`config.mk`:
```
export PLATFORM = sky130hd
export DESIGN_NAME = lcd_bus_arbiter_flat
export DESIGN_NICKNAME = d
export VERILOG_FILES = /design/src/rtl/lcd_bus_arbiter_if.sv /design/src/rtl/lcd_bus_arbiter.sv /design/src/flat_wrapper.sv
export SDC_FILE = /design/constraint.sdc
export NUM_CORES = 1
export LEC_CHECK = 0
export ABC_CLOCK_PERIOD_IN_PS = 2200
export CAP_MARGIN = 10
export CORE_ASPECT_RATIO = 1.1
export CORE_UTILIZATION = 35
export CTS_CLUSTER_SIZE = 16
export DETAILED_ROUTE_END_ITERATION = 8
export PLACE_DENSITY_LB_ADDON = 0.1
export SYNTH_ARGS = -nofsm -noshare
export SYNTH_HDL_FRONTEND = slang
export SYNTH_SLANG_ARGS = --single-unit
```
`constraint.sdc`:
```
create_clock -name clk -period 2.2 [get_ports clk]
set_clock_uncertainty 0.2 [all_clocks]
set_input_delay 0.44 -clock clk [delete_from_list [all_inputs] [get_ports clk]]
set_output_delay 0.44 -clock clk [all_outputs]
set_load 0.005 [all_outputs]
```
`src/rtl/lcd_bus_arbiter_if.sv`:
```
// lcd_bus_arbiter_if: requester/transmitter bus shared by the LCD byte arbiter
// req/lock/req_rs : per-requester request, grant lock and RS select
// data0/data1     : requester bytes
// busy            : transmitter busy
// cs/lcd_rs/lcd_data : transfer strobe, RS and byte to the transmitter
// grant/ack/err   : one-hot owner, completion pulse, start-timeout pulse
interface lcd_bus_arbiter_if;
  logic [1:0] req;
  logic [1:0] lock;
  logic [1:0] req_rs;
  logic [7:0] data0;
  logic [7:0] data1;
  logic       busy;
  logic       cs;
  logic       lcd_rs;
  logic [7:0] lcd_data;
  logic [1:0] grant;
  logic [1:0] ack;
  logic       err;
  modport master (
    output req, lock, req_rs, data0, data1, busy,
    input  cs, lcd_rs, lcd_data, grant, ack, err
  );
  modport slave (
    input  req, lock, req_rs, data0, data1, busy,
    output cs, lcd_rs, lcd_data, grant, ack, err
  );
endinterface

```
`src/rtl/lcd_bus_arbiter.sv`:
```
// lcd_bus_arbiter: round-robin arbiter sharing one HD44780 byte transmitter between two requesters
// clk, rst : clock and synchronous active-high reset
// bus      : slave side of lcd_bus_arbiter_if (requests, bytes, busy in; cs, byte, grant, ack, err out)
// START_TIMEOUT : cycles to wait for busy after cs before completing with err (2..255)
module lcd_bus_arbiter #(
  parameter int START_TIMEOUT = 255
) (
  input logic          clk,
  input logic          rst,
  lcd_bus_arbiter_if.slave bus
);
  typedef enum logic [2:0] {IDLE, ISSUE, WAIT_START, WAIT_DONE, COMPLETE} state_t;
  state_t     state;
  logic       owner;
  logic       last;
  logic       locked;
  logic [7:0] cnt;
  logic       hold;
  logic       win_any;
  logic       win;
  // A held lock restricts eligibility to the owner; a dropped lock falls back to round-robin.
  always_comb begin
    hold    = locked && bus.lock[owner];
    win_any = !bus.busy && (hold ? bus.req[owner] : |bus.req);
    win     = hold ? owner : (&bus.req ? ~last : bus.req[1]);
  end
  always_ff @(posedge clk) begin
    if (rst) begin
      state        <= IDLE;
      owner        <= 1'b0;
      last         <= 1'b1;
      locked       <= 1'b0;
      cnt          <= 8'd0;
      bus.cs       <= 1'b0;
      bus.lcd_rs   <= 1'b0;
      bus.lcd_data <= 8'd0;
      bus.grant    <= 2'b00;
      bus.ack      <= 2'b00;
      bus.err      <= 1'b0;
    end else begin
      case (state)
        IDLE: begin
          if (!bus.busy) begin
            if (!hold) locked <= 1'b0;
            if (win_any) begin
              owner        <= win;
              bus.lcd_rs   <= bus.req_rs[win];
              bus.lcd_data <= win ? bus.data1 : bus.data0;
              bus.grant    <= {win, ~win};
              bus.cs       <= 1'b1;
              state        <= ISSUE;
            end else if (!hold) begin
              bus.grant <= 2'b00;
            end
          end
        end
        ISSUE: begin
          bus.cs <= 1'b0;
          cnt    <= 8'd0;
          state  <= WAIT_START;
        end
        WAIT_START: begin
          if (bus.busy) begin
            state <= WAIT_DONE;
          end else if (cnt == 8'(START_TIMEOUT - 1)) begin
            bus.ack <= {owner, ~owner};
            bus.err <= 1'b1;
            state   <= COMPLETE;
          end else begin
            cnt <= cnt + 8'd1;
          end
        end
        WAIT_DONE: begin
          if (!bus.busy) begin
            bus.ack <= {owner, ~owner};
            state   <= COMPLETE;
          end
        end
        COMPLETE: begin
          bus.ack <= 2'b00;
          bus.err <= 1'b0;
          last    <= owner;
          locked  <= bus.lock[owner];
          if (!bus.lock[owner]) bus.grant <= 2'b00;
          state   <= IDLE;
        end
        default: state <= IDLE;
      endcase
    end
  end
endmodule

```
`src/flat_wrapper.sv`:
```
// flat-port wrapper written by rule: the top's interface ports become plain ports
module lcd_bus_arbiter_flat 
#(
  parameter int START_TIMEOUT = 255
)
  (clk, rst, bus_req, bus_lock, bus_req_rs, bus_data0, bus_data1, bus_busy, bus_cs, bus_lcd_rs, bus_lcd_data, bus_grant, bus_ack, bus_err);
  lcd_bus_arbiter_if bus_i ();
  input logic clk;
  input logic rst;
  input wire logic [$bits(bus_i.req)-1:0] bus_req;
  input wire logic [$bits(bus_i.lock)-1:0] bus_lock;
  input wire logic [$bits(bus_i.req_rs)-1:0] bus_req_rs;
  input wire logic [$bits(bus_i.data0)-1:0] bus_data0;
  input wire logic [$bits(bus_i.data1)-1:0] bus_data1;
  input wire logic [$bits(bus_i.busy)-1:0] bus_busy;
  output wire logic [$bits(bus_i.cs)-1:0] bus_cs;
  output wire logic [$bits(bus_i.lcd_rs)-1:0] bus_lcd_rs;
  output wire logic [$bits(bus_i.lcd_data)-1:0] bus_lcd_data;
  output wire logic [$bits(bus_i.grant)-1:0] bus_grant;
  output wire logic [$bits(bus_i.ack)-1:0] bus_ack;
  output wire logic [$bits(bus_i.err)-1:0] bus_err;
  assign bus_i.req = bus_req;
  assign bus_i.lock = bus_lock;
  assign bus_i.req_rs = bus_req_rs;
  assign bus_i.data0 = bus_data0;
  assign bus_i.data1 = bus_data1;
  assign bus_i.busy = bus_busy;
  assign bus_cs = bus_i.cs;
  assign bus_lcd_rs = bus_i.lcd_rs;
  assign bus_lcd_data = bus_i.lcd_data;
  assign bus_grant = bus_i.grant;
  assign bus_ack = bus_i.ack;
  assign bus_err = bus_i.err;
  lcd_bus_arbiter #(.START_TIMEOUT(START_TIMEOUT)) u_core (.clk(clk), .rst(rst), .bus(bus_i));
endmodule
```
==> results of run 1 <==
==> worst max-delay path: cells and delay by family <==
family	cells	cell delay, ns
buffers and inverters	2	0.69
AND/OR/NAND/NOR	2	0.52
AO/OA/AOI/OAI	2	0.32
==> metal layers <==
layer	routed length [um]	share of wire [%]	vias to the layer above	track usage, %
met2	1990	50	28	35.1
met5	0	0	-	0
met3	148	3.7	8	5.23
met4	83	2.1	0	7.83
met1	1780	44	716	22.8
li1	-	-	752	-
==> worst max-delay path by stage <==
stage,startpoint,end,slack (ns),cells past startpoint
floorplan,bus_busy,u_core.cnt[1],0.35,5
global placement,bus_req[0],u_core.bus.lcd_data[2],-0.02,6
detailed placement,bus_req[0],u_core.bus.lcd_data[6],-0.12,6
CTS,bus_req[0],u_core.bus.lcd_data[6],0.19,6
global route,bus_req[0],u_core.bus.lcd_data[4],0.09,6
finish,bus_req[0],u_core.bus.lcd_data[6],0.21,6
==> where the power goes <==
part	switching [mW]	leakage (nW)	internal (mW)
clock	0.208	0.0585	0.369
sequential	0.0213	0.236	0.550
combinational	0.108	0.459	0.142
==> metrics by stage <==
step / hold WS (ns) / TNS, ns / utilization, %
6_report: 0.259 / 0 / 53.8
5_1_grt: 0.301 / 0 / 53.8
4_1_cts: 0.268 / 0 / 53.8
3_5_place_dp: 0.256 / -0.677 / 50.9
3_3_place_gp: 0.245 / -0.0776 / 50.9
2_1_floorplan: 0.241 / 0 / -
==> registers in the layout (all words and copies together), names as in the netlist <==
name,count
u_core.bus.err,1
u_core.state,3
u_core.bus.lcd_data,8
u_core.owner,1
u_core.last,1
u_core.bus.ack,2
u_core.locked,1
u_core.bus.grant,2
u_core.cnt,8
u_core.bus.cs,1
u_core.bus.lcd_rs,1
==> cell usage in the layout (no fill, tap or decap), drive strengths merged, types with 2 or more instances in the layout <==
master,Yosys,layout
nand4,3,3
nor3,6,6
nor3b,2,2
clkdlybuf4s50,0,39
nand2,14,14
a21oi,16,16
a311oi,9,9
or3,3,3
nor2,10,10
inv,3,3
o211ai,4,4
and3,2,2
o21ai,13,13
nor4,2,2
a31oi,2,2
o2111ai,2,2
buf,5,20
xor2,4,4
clkbuf,8,7
ha,2,2
nand3,11,11
and2,2,2
dfxtp,29,29
mux2i,4,4
==> cell type report <==
| cell class | instances | area, um^2 |
|---|---|---|
| clock buffers | 7 | 86.3 |
| clock inverters | 1 | 30.0 |
| fillers | 386 | 1850 |
| inverters | 3 | 11.3 |
| multi-input cells | 127 | 822 |
| flip-flops and latches | 29 | 581 |
| well taps | 52 | 65.1 |
| repair buffers | 59 | 553 |
==> logic make-up after synthesis <==
family / synth area share (%)
buffers and inverters: 5.16
AO/OA/AOI/OAI: 24.1
AND/OR/NAND/NOR: 23.4
flip-flops: 39.3
adder cells (fa/ha/maj): 1.69
multiplexers: 3.47
XOR/XNOR: 2.96
==> impl_metrics.yaml, run 1 <==
synth:
  yosysWarnings: 0
  synth_area_leaders: "dfxtp_1, a21oi_1, a311oi_1"
  syn_nets: 199
  yosys.area.top_type: "dfxtp_1"
  yosysSeqAreaShare_pct: 39.3
  synthTopCellsByCount: "dfxtp_1, a21oi_1, nand2_1, o21ai_0, nand3_1"
  async_flop_share_pct: 0
  post-synth-top-count-cell: "dfxtp_1"
  synth_seq_cells: 29
  synthFlopType: "dfxtp_1"
  synth_edf_count: 0
  synth_top_area_share_pct: 39.3
  synth_cells: 172
  ys_types: 44
  avgSynthCellArea_um2: 8.60
  syn_area_mm2: 0.00148
clock_network:
  cts_tree: "yes"
  ctsLongestPathBuffers: 2
  cts-resized-gates: 0
  clk_pin_slew_ns: 0.06
  cts.sinks: 29
  cts_hold_buf: 0
  cts_root_buf: "clkbuf_8"
  numCtsBuffers: 5
  clk_latency_ns: 0.28
  cts.htree.levels: 2
  cts_setup_buffers: 0
min_path:
  hold_class: "reg -> reg"
  hp-start: "u_core.bus.ack[1]"
  hold_depth: 2
  holdPathEnd: "u_core.bus.ack[1]"
placement:
  hpwl_um: 2990
  dp_slack_ns: -0.117
  place.gp.congestion: 0.759
  io_buffers: 39
  placedCellCount: 270
  place_area_mm2: 0.00203
timing:
  post-route-min-period_ns: 1.99
  slew_headroom_pct: 73.5
  min_period_over_period_pct: 90.7
  rsz0062_at_grt: "false"
  slew_viol_final: 0
  hold_viol_final: 0
  setup_viol_count_final: 0
  fmax_ghz: 0.501
  setup_ws_ns: 0.205
  tightestPinTransition_ns: 0.394
floorplan:
  start_util_pct: 37.0
  dieArea_mm2: 0.00449
  core_area_mm2: 0.00399
  die_h_um: 70.2
  rows: 24
  die_w_um: 64.0
  pin_count: 40
setup_path:
  end_kind: "register"
  cp-start-kind: "input pin"
  worstSetupPathType: "in -> reg"
  cp_cell_sequence: "clkdlybuf4s50_1 > and4bb_2 > nor3_4 > buf_4 > a21oi_1 > a311oi_1"
  r2r_end: "u_core.bus.lcd_data[6]"
  r2r_slack_ns: 0.32
  required_ns: 2.18
  reg2reg_depth: 5
  max_stage_delay_ns: 0.48
  regToRegStartpoint: "u_core.owner"
  cp.arrival_ns: 1.97
  crit_path_max_fanout: 8
  critPathSlowestCell: "clkdlybuf4s50_1"
routing:
  via_count: 1504
  dr.pass1.iters: 4
  drt_wl_total_um: 4000
  drt-initial-drc-count: 79
  route.detailed.drc: 0
  vias_per_cell: 5.41
  wire_per_inst_um: 14.4
  ant_nets: 0
final_layout:
  nNetsFinal: 252
  drive_gt1_share_pct: 15.0
  diodes: 0
  final_cell_count_no_fill: 278
  fin_area_mm2: 0.00215
  syn_to_final_growth_pct: 45.3
grt:
  grt_pass1_wl_um: 6910
  grt_usage_pct: 20.0
  overflow: 0
  antenna_found_initial: 0
  grt_pass1_vias: 1543
  grt_max_degree: 14
run_status:
  status: "completed"
power:
  p_per_area_mw_per_mm2: 651
  p_total_mw: 1.40
  peakVddDrop_uv: 285
  p_leak_nw: 0.754
flow_run:
  drv_cap: 0
(Power assumes the default switching activity.)
==> run 2: changes to the inputs <==
CORE_UTILIZATION = 47   (was 35)
==> run 2 against run 1 <==
  * Via count rose by 1.5%
  * Design area fell by 5.6%
  * Sequential power barely moved
  * Highest routed layer unchanged
  * Maximum frequency rose by 2.1%
  * Combinational power fell by 3%
==> impl_metrics.yaml, run 2 (synthesis results as in run 1) <==
final_layout:
  top_regs: "u_core.bus.lcd_data (8), u_core.cnt (8), u_core.state (3)"
  diodes: 0
  fillers: 245
  multiInputGateArea_um2: 822
  drive_gt1_share_pct: 12.6
  final_common_cell: "clkdlybuf4s50_1"
  fin_area_mm2: 0.00203
  nNetsFinal: 248
  final_cell_mix: "clkdlybuf4s50_1, dfxtp_1, a21oi_1"
  syn_to_final_growth_pct: 37.1
  area.sequential_um2: 581
floorplan:
  rows: 20
  pin_count: 40
  core_area_mm2: 0.00288
  die_h_um: 60.8
  start_util_pct: 51.4
  dieArea_mm2: 0.00338
  die_w_um: 55.5
placement:
  place.gp.congestion: 0.783
  hpwl_um: 2740
  place_area_mm2: 0.00198
  io_buffers: 39
timing:
  slew_viol_final: 0
  tns_ns: 0
  post-route-min-period_ns: 1.95
  tightestPinTransition_ns: 0.482
  slew_headroom_pct: 67.8
  min_period_over_period_pct: 88.8
  setup_viol_count_final: 0
  rsz0062_at_grt: "false"
  fmax_ghz: 0.512
  hold_viol_final: 0
setup_path:
  cp.arrival_ns: 2.00
  end_kind: "register"
  cp-start-kind: "input pin"
  worstSetupPathType: "in -> reg"
  regToRegStartpoint: "u_core.owner"
  critPathSlowestCell: "clkdlybuf4s50_1"
  r2r_end: "u_core.bus.lcd_data[5]"
  reg2reg_depth: 5
  crit_path_max_fanout: 5
  max_stage_delay_ns: 0.48
  r2r_slack_ns: 0.34
  cp_cell_sequence: "clkdlybuf4s50_1 > nor4b_4 > o21ai_2 > or4_1 > a21oi_1"
  required_ns: 2.25
clock_network:
  clk_pin_slew_ns: 0.09
  cts_hold_buf: 0
  clk_latency_ns: 0.32
  cts.sinks: 29
  numCtsBuffers: 5
  ctsLongestPathBuffers: 2
  cts.htree.levels: 2
  cts_setup_buffers: 0
  cts_tree: "yes"
  cts-resized-gates: 0
  cts_root_buf: "clkbuf_4"
grt:
  grt_pass1_vias: 1492
  overflow: 0
  grt_usage_pct: 23.7
  antenna_found_initial: 0
  grt_pass1_wl_um: 6270
  grt_max_degree: 14
power:
  p_sw_mw: 0.301
  p_int_mw: 0.814
  clkPwrFrac_pct: 27.2
  p_leak_nw: 0.703
  peakVddDrop_uv: 421
  seqPwrFrac_pct: 51.1
  swShare_pct: 27.0
  p_per_area_mw_per_mm2: 550
  comb_power_share_pct: 21.7
routing:
  via_count: 1526
  route.detailed.drc: 0
  dr.pass1.iters: 5
  drt-initial-drc-count: 49
  wire_per_inst_um: 14.2
  highest_layer: "met4"
  ant_nets: 0
  vias_per_cell: 5.98
  drt_wl_total_um: 3620
  wl_met3_um: 259
  met1_length_um: 1540
  wl_met2_um: 1800
min_path:
  hold_class: "reg -> reg"
  holdPathEnd: "u_core.bus.cs"
  hp-start: "u_core.bus.cs"
  hold_depth: 2
run_status:
  status: "completed"
flow_run:
  drv_cap: 0
==> run 2: cell count changes in the layout (fill, tap and decap cells not counted) <==
cell,previous run,this run
bufinv_16,1,0
buf_4,19,15
clkbuf_1,1,3
clkbuf_8,6,0
clkbuf_4,0,5
==> run 2: worst max-delay path: cells and delay by family <==
kind / cells / cell delay, ns
AOI/OAI and AO/OA: 2 / 0.29
buffers and inverters: 1 / 0.48
and+or+nand+nor: 2 / 0.79
==> run 2: cell type report <==
type                            instances  area share, %
Timing Repair Buffer                   55           25.8
Sequential cell                        29           28.6
Clock buffer                            8           2.41
Multi-Input combinational cell        127           40.6
Tap cell                               33           2.04
Inverter                                3          0.556
==> run 2: per-layer routing <==
layer / track usage (%) / vias to the layer above
met5: 0 / -
met4: 7.86 / 0
met3: 7.46 / 2
met2: 43.5 / 66
met1: 26.5 / 707
li1: - / 751
==> run 2: worst max-delay path by stage <==
| stage | startpoint | endpoint | depth (start not counted) |
|---|---|---|---|
| finish | bus_busy | u_core.cnt[1] | 5 |
| global route | bus_busy | u_core.cnt[1] | 5 |
| CTS | bus_busy | u_core.cnt[1] | 5 |
| detailed placement | bus_busy | u_core.cnt[1] | 5 |
| global placement | bus_busy | u_core.cnt[1] | 5 |
| floorplan | bus_busy | u_core.cnt[1] | 5 |
==> run 2: per-stage QoR <==
stage          setup WS [ns]  power, mW  util [%]  instances  hold WS, ns
2_1_floorplan          0.349      0.688         -        172        0.241
3_3_place_gp         -0.0189      0.817      68.7        247        0.243
3_5_place_dp         -0.0742      0.822      68.7        247        0.259
4_1_cts                0.247       1.12      70.4        255        0.279
5_1_grt                0.152       1.17      70.4        255        0.305
6_report               0.247       1.12      70.4        255        0.272
==> run 2: power by group through the flow <==
stage	Sequential [mW]	Combinational [mW]	Clock [mW]
after floorplan	0.577	0.111	0
after global placement	0.580	0.236	0
after detailed placement	0.581	0.240	0
after CTS	0.569	0.242	0.307
after global routing	0.573	0.262	0.338
final	0.570	0.242	0.303
==> run 3: changes to the inputs <==
CORE_UTILIZATION = 60   (was 47)
DONT_BUFFER_PORTS = 1   (was default)
HOLD_SLACK_MARGIN = 0.15   (was default)
==> run 3 against run 2 <==
  * Hold slack worse by 0.072 ns
  * Clock-buffer cell count shrank 3
  * Sequential power grew 0.9%
  * Design area shrank 12%
  * Non-clock buffer count shrank 30
  * Largest power group unchanged
  * Die area decreased by 21%
  * Largest cell class unchanged
==> impl_metrics.yaml, run 3 (synthesis results as in run 1) <==
routing:
  drt_wl_total_um: 3850
  wire_per_inst_um: 17.3
  route.detailed.drc: 0
  ant_nets: 0
  vias_per_cell: 6.58
  drt-initial-drc-count: 64
  via_count: 1460
  dr.pass1.iters: 4
final_layout:
  top_regs: "u_core.bus.lcd_data (8), u_core.cnt (8), u_core.state (3)"
  diodes: 0
  nNetsFinal: 218
  drive_gt1_share_pct: 10.4
  final_cell_mix: "dfxtp_1, dlygate4sd3_1, a21oi_1"
  syn_to_final_growth_pct: 21.2
  final_common_cell: "dfxtp_1"
setup_path:
  crit_path_max_fanout: 20
  cp-start-kind: "input pin"
  r2r_end: "u_core.bus.lcd_data[0]"
  reg2reg_depth: 4
  required_ns: 2.23
  r2r_slack_ns: 0.23
  worstSetupPathType: "in -> reg"
  cp.arrival_ns: 2.05
  end_kind: "register"
  regToRegStartpoint: "u_core.owner"
clock_network:
  cts.sinks: 29
  clk_pin_slew_ns: 0.10
  cts-resized-gates: 0
  cts_hold_buf: 20
  numCtsBuffers: 5
  ctsLongestPathBuffers: 2
  cts.htree.levels: 2
  cts_setup_buffers: 0
  clk_latency_ns: 0.34
  cts_root_buf: "clkbuf_4"
  cts_tree: "yes"
timing:
  min_period_over_period_pct: 91.4
  fmax_ghz: 0.497
  rsz0062_at_grt: "false"
  hold_slack_ns: 0.200
  slew_headroom_pct: 53.5
  tightestPinTransition_ns: 0.696
  setup_viol_count_final: 0
  hold_viol_final: 0
  post-route-min-period_ns: 2.01
  tns_ns: 0
  slew_viol_final: 0
placement:
  place.gp.congestion: 0.767
  hpwl_um: 2270
  io_buffers: 0
floorplan:
  die_h_um: 54.1
  rows: 18
  start_util_pct: 64.4
  die_w_um: 49.3
  pin_count: 40
  core_area_mm2: 0.00230
  dieArea_mm2: 0.00267
power:
  peakVddDrop_uv: 757
  p_leak_nw: 0.611
  p_per_area_mw_per_mm2: 727
  p_total_mw: 1.30
flow_run:
  drv_cap: 0
min_path:
  holdPathEnd: "u_core.cnt[0]"
  hold_class: "in -> reg"
  hp-start: "bus_busy"
  hold_depth: 4
grt:
  grt_pass1_wl_um: 5840
  use_met3_pct: 7.34
  met1_usage_pct: 31.1
  grt_pass1_vias: 1363
  grt_max_degree: 21
  antenna_found_initial: 0
  top_usage_layer: "met2"
  grtUsageMet2_pct: 55.7
  overflow: 0
  grt_usage_pct: 30.0
run_status:
  status: "completed"
run 3: cell types whose count changed in the layout (fill, tap and decap cells not counted), sizes merged:
cell / before / now
buf: 16 / 5
bufinv: 0 / 2
clkbuf: 8 / 5
clkdlybuf4s50: 39 / 0
clkinv: 0 / 1
dlygate4sd3: 0 / 20
run 3: worst max-delay path, stage by stage:
cell and delay [ns]:
dlygate4sd3_1 0.99, inv_1 0.23, nand2_1 0.29, nor2_1 0.10
run 3: power by group:
part	internal (mW)	switching, mW	total [mW]
Sequential	0.550	0.0254	0.575
Clock	0.352	0.212	0.564
Combinational	0.0743	0.0893	0.164
Total	0.976	0.327	1.30
run 3: how the worst max path moves through the flow:
stage	startpoint	endpoint	slack (ns)	depth (start not counted)
3_5_place_dp	u_core.owner	u_core.bus.lcd_rs	0.27	4
3_3_place_gp	u_core.owner	u_core.bus.lcd_data[7]	0.31	4
4_1_cts	rst	u_core.cnt[6]	0.19	4
2_1_floorplan	bus_busy	u_core.cnt[1]	0.35	5
5_1_grt	rst	u_core.cnt[3]	0.05	4
6_report	rst	u_core.cnt[6]	0.19	4
run 3: routing by layer:
metal / share of wire (%) / wire (um)
met2: 52 / 1990
met1: 40 / 1520
met3: 6.6 / 256
met5: 0 / 0
met4: 2.3 / 87
run 3: final cells by class:
| type | instances | area [um^2] |
|---|---|---|
| tap | 30 | 37.5 |
| timing repair buffer | 25 | 238 |
| clock inverter | 3 | 65.1 |
| multi-input combinational | 127 | 822 |
| inverter | 3 | 11.3 |
| sequential | 29 | 581 |
| clock buffer | 5 | 37.5 |
| fill | 167 | 505 |
run 3: stage by stage:
stage | std cells | worst slack [ns] | instance area, um^2 | util, %
floorplan | 172 | 0.349 | 1480 | -
global placement | 194 | 0.314 | 1490 | 64.8
detailed placement | 194 | 0.272 | 1490 | 64.8
CTS | 222 | 0.191 | 1790 | 78.0
global route | 222 | 0.0532 | 1790 | 78.0
finish | 222 | 0.188 | 1790 | 78.0
